File: src/rtl/mem_arbiter.sv
// Round-robin arbiter and access sequencer in front of the single-port unified
// memory: requester 0 is the core, requester 1 the loader/debug port.
module mem_arbiter #(
  parameter int ADDR_W  = 5,
  parameter int DATA_W  = 8,
  parameter int MEM_LAT = 1
) (
  input  logic              clk,
  input  logic              rst,
  input  logic              req0,
  input  logic              req1,
  input  logic              we0,
  input  logic              we1,
  input  logic [ADDR_W-1:0] addr0,
  input  logic [ADDR_W-1:0] addr1,
  input  logic [DATA_W-1:0] wdata0,
  input  logic [DATA_W-1:0] wdata1,
  output logic              gnt0,
  output logic              gnt1,
  output logic              done0,
  output logic              done1,
  output logic [DATA_W-1:0] rdata,
  output logic              busy,
  output logic [ADDR_W-1:0] mem_addr,
  output logic [DATA_W-1:0] mem_wdata,
  output logic              mem_read,
  output logic              mem_write,
  input  logic [DATA_W-1:0] mem_rdata
);

  typedef enum logic [1:0] {IDLE, ACCESS, RESP} state_t;

  localparam logic [2:0] CNT_INIT = 3'(MEM_LAT - 1);

  state_t     state;
  state_t     state_nxt;
  logic       winner;
  logic       ptr;
  logic [2:0] cnt;
  logic       we_q;
  logic       sel;
  logic       any_req;
  logic       first_cyc;
  logic       last_cyc;

  always_ff @(posedge clk or negedge rst) begin
    if (!rst) begin
      state <= IDLE;
    end else begin
      state <= state_nxt;
    end
  end

  // Strobes, gnt and done are decoded from state so an asynchronous reset
  // removes them at once, without waiting for a clock.
  always_comb begin
    state_nxt = state;
    any_req   = req0 | req1;
    sel       = (req0 & req1) ? ptr : req1;
    first_cyc = (cnt == CNT_INIT);
    last_cyc  = (cnt == 3'd0);
    gnt0      = 1'b0;
    gnt1      = 1'b0;
    done0     = 1'b0;
    done1     = 1'b0;
    mem_read  = 1'b0;
    mem_write = 1'b0;
    busy      = (state != IDLE);
    case (state)
      IDLE: begin
        if (any_req) begin
          state_nxt = ACCESS;
        end
      end
      ACCESS: begin
        gnt0      = first_cyc & ~winner;
        gnt1      = first_cyc & winner;
        mem_read  = ~we_q;
        mem_write = we_q;
        if (last_cyc) begin
          state_nxt = RESP;
        end
      end
      RESP: begin
        done0     = ~winner;
        done1     = winner;
        state_nxt = IDLE;
      end
      default: begin
        state_nxt = IDLE;
      end
    endcase
  end

  always_ff @(posedge clk or negedge rst) begin
    if (!rst) begin
      winner    <= 1'b0;
      ptr       <= 1'b0;
      cnt       <= 3'd0;
      we_q      <= 1'b0;
      mem_addr  <= '0;
      mem_wdata <= '0;
      rdata     <= '0;
    end else begin
      case (state)
        IDLE: begin
          if (any_req) begin
            winner    <= sel;
            cnt       <= CNT_INIT;
            we_q      <= sel ? we1 : we0;
            mem_addr  <= sel ? addr1 : addr0;
            mem_wdata <= sel ? wdata1 : wdata0;
          end
        end
        ACCESS: begin
          if (!last_cyc) begin
            cnt <= cnt - 3'd1;
          end else if (!we_q) begin
            rdata <= mem_rdata;
          end
        end
        RESP: begin
          ptr <= ~winner;
        end
        default: begin
        end
      endcase
    end
  end

endmodule

File: config.mk
export PLATFORM = sky130hd
export DESIGN_NAME = mem_arbiter
export DESIGN_NICKNAME = d
export VERILOG_FILES = /design/src/rtl/mem_arbiter.sv
export SDC_FILE = /design/constraint.sdc
export NUM_CORES = 1
export LEC_CHECK = 0
export CORE_MARGIN = 2
export CORE_UTILIZATION = 43
export CTS_CLUSTER_SIZE = 14
export DETAILED_ROUTE_END_ITERATION = 12
export PLACE_DENSITY = 0.85
export SYNTH_ARGS = -nofsm -noshare
export SYNTH_HDL_FRONTEND = slang
export SYNTH_SLANG_ARGS = --single-unit
File: constraint.sdc
create_clock -name clk -period 4.9 [get_ports clk]
set_clock_uncertainty 0.2 [all_clocks]
set_input_delay 0.49 -clock clk [delete_from_list [all_inputs] [get_ports clk]]
set_output_delay 0.49 -clock clk [all_outputs]
set_load 0.05 [all_outputs]
==> flow_summary.toml <==
[cts]
clkTransAtPathRegs_ps = 100
cts_buffers = 5
cts_max_level = 2
clock_path_buffers = 2
clk_latency_ps = 340
ctsHoldBuffers = 0
clock-sinks = 29
cts_tree = "built"
cts.repair_timing.setup_buffer_count = 0
clock_tree.root_cell = "clkbuf_4"
cts_resized = 0

[synthesis]
synth-seq-cells = 29
synth-edff-count = 0
synth_top_family_by_area = "compound AO/OA/AOI/OAI gates"
synth_top_area_cell = "dfrtp_1"
yosysMostFrequentCell = "dfrtp_1"
synth_area_per_cell_um2 = 9.96
synthTopCellsByCount = "dfrtp_1 (29), a21oi_1 (16), o21ai_0 (16)"
synth-xor-area-share = 0
synth_nets = 181
yosys_warnings = 0
synth.distinct_cells = 29
synthCells = 139
async_flop_share = 1.00
ys.flop_type = "dfrtp_1"
synth.cell_area_um2 = 1390
synthAdderAreaFrac = 0.0181
synth_area_leaders = "dfrtp_1 (52%), mux2_1 (6.5%), a31oi_1 (6.3%)"
synth_top_area_share = 0.524
synthSimpleGateAreaFrac = 0.149
synth_compound_area_frac = 0.199
synth.mux.area_fraction = 0.0650
yosysSeqAreaShare = 0.524

[global_route]
grt_start_max_net_pins = 30
met2_usage = 0.382
antenna_found_initial = 0
use_met3 = 0.0341
grt-ovfl-total = 0
met1_usage = 0.261
grt_pass1_vias = 1326
grt_pass1_wl_mm = 5.91
gr-usage-all-layers = 0.221
grt_most_used_layer = "met2"

[layout]
diodes = 0
seqCellArea_um2 = 726
stdcell_area_um2 = 2150
multi_input_area_um2 = 597
nNetsFinal = 247
final_layout_size_suffix_gt1_frac = 0.0728
filler_cell_count = 251
area_growth_syn_to_layout_pct = 55.1
final_core_util = 0.704

[floorplan]
rows = 20
core_um2 = 3050
die_h_um = 60.8
die_w_um = 60.8
io_pins = 68
die_area_um2 = 3690
initial_utilization = 0.454

[power]
p_leak_nw = 0.860
irDropWorstVdd_mv = 0.297
power_mw = 1.56
p_per_area_nw_per_um2 = 728

[sta]
setup_viol = 0
timing.fmax_ghz = 0.329
slew_headroom = 0.594
fin_crit_ps = 3040
worst-slew-pin-transition_ps = 607
rsz0062_at_grt = "false"
finalMaxSlewViolations = 0
period_share = 0.619
final-hold-violation-count = 0
setup_tns_ps = 0

[setup_path]
path_cells = "inv_1, ha_1, nor2b_1, and3_1, clkdlybuf4s50_1"
cp.depth = 5
crit_path_end_kind = "output port"
path_buf_inv = 2
critPathMaxStageDelay_ps = 790
crit_arrival_ps = 2350
rrSetupSlack_ps = 2950
path_class = "register to output port"
slowest_stage = "clkdlybuf4s50_1"
cp_max_fo = 4
reg2reg_depth = 4
cp.required_ps = 4210
critical_path.top_delay_family = "buffers and inverters"
startpoint_type = "register"

[hold_path]
hold_depth = 1
min_path_type = "register to register"

[run]
drv_cap = 0

[detailed_routing]
drc = 0
dr_total_vias = 1346
vias_per_cell = 5.38
drt_first_pass_iters = 4
routed_wl_mm = 3.84
postRouteAntennaNets = 0
drtIter0Drc = 43
avgRoutedWirePerCell_um = 15.4

[placed_design]
hpwl_mm = 2.85
post_dp_cell_area_um2 = 2080
routabilityCongestion = 0.766
port_buffers = 67

[run_status]
status = "complete, no violations"
[kinds of logic (layout without fill, tap and decap cells)]
family	after synthesis	after routing
AOI/OAI and AO/OA	50	50
adders and majority gates	2	2
buffers and inverters	15	82
DFF	29	29
muxes	8	8
and+or+nand+nor	35	35
[layout by cell type, fill, tap and decap left out, types with 2 or more instances in the layout]
cell,instances
clkbuf_8,2
mux2_1,8
clkbuf_4,5
and3_1,2
a31oi_1,14
ha_1,2
inv_2,2
inv_1,4
clkdlybuf4s50_1,67
nor2b_1,2
o21ai_0,16
a21oi_1,16
nand3_1,15
nor2_1,3
dfrtp_1,29
nand2b_1,3
[report_power, final]
part / internal [mW] / switching, mW / total, mW
logic: 0.329 / 0.634 / 0.963
registers: 0.356 / 0.0736 / 0.430
clock network: 0.0830 / 0.0887 / 0.172
[layout make-up]
class	count	area share
tap	44	0.0256
inverter	6	0.0105
clock buffer	7	0.0303
sequential	29	0.338
multi-input combinational	95	0.278
timing repair buffer	68	0.316
clock inverter	1	0.00233
[sequential cells by signal, indices dropped and copies added (netlist names)]
signal     count
mem_addr       5
we_q           1
mem_wdata      8
ptr            1
cnt            3
winner         1
state          2
rdata          8
[metal layers]
metal	up-vias	routed length [µm]
met5	-	0
met4	0	70
met3	5	278
met2	68	1950
met1	634	1540
li1	639	-
[worst paths after layout]
kind / from / endpoint
max in group asynchronous: rst / rdata[1]
max reg2reg: state[1] / mem_wdata[0]
min: rdata[6] / rdata[6]
min in group asynchronous: rst / cnt[1]
max: cnt[1] / gnt1
min reg2reg: rdata[6] / rdata[6]
[per-stage QoR]
step / hold WS (ps) / worst slack (ps) / cells
finish: 296 / 1860 / 250
global route: 316 / 1770 / 250
CTS: 302 / 1860 / 250
detailed placement: 281 / 2250 / 242
global placement: 273 / 2340 / 242
floorplan: -5.59 / 2470 / 139
[worst register-to-register path, stage by stage, from the launching register on]
cell and delay, ps:
dfrtp_1 460, nor2_2 510, inv_2 150, nor2_4 360
a31oi_1 140
Power figures use the tool's default switching activity.
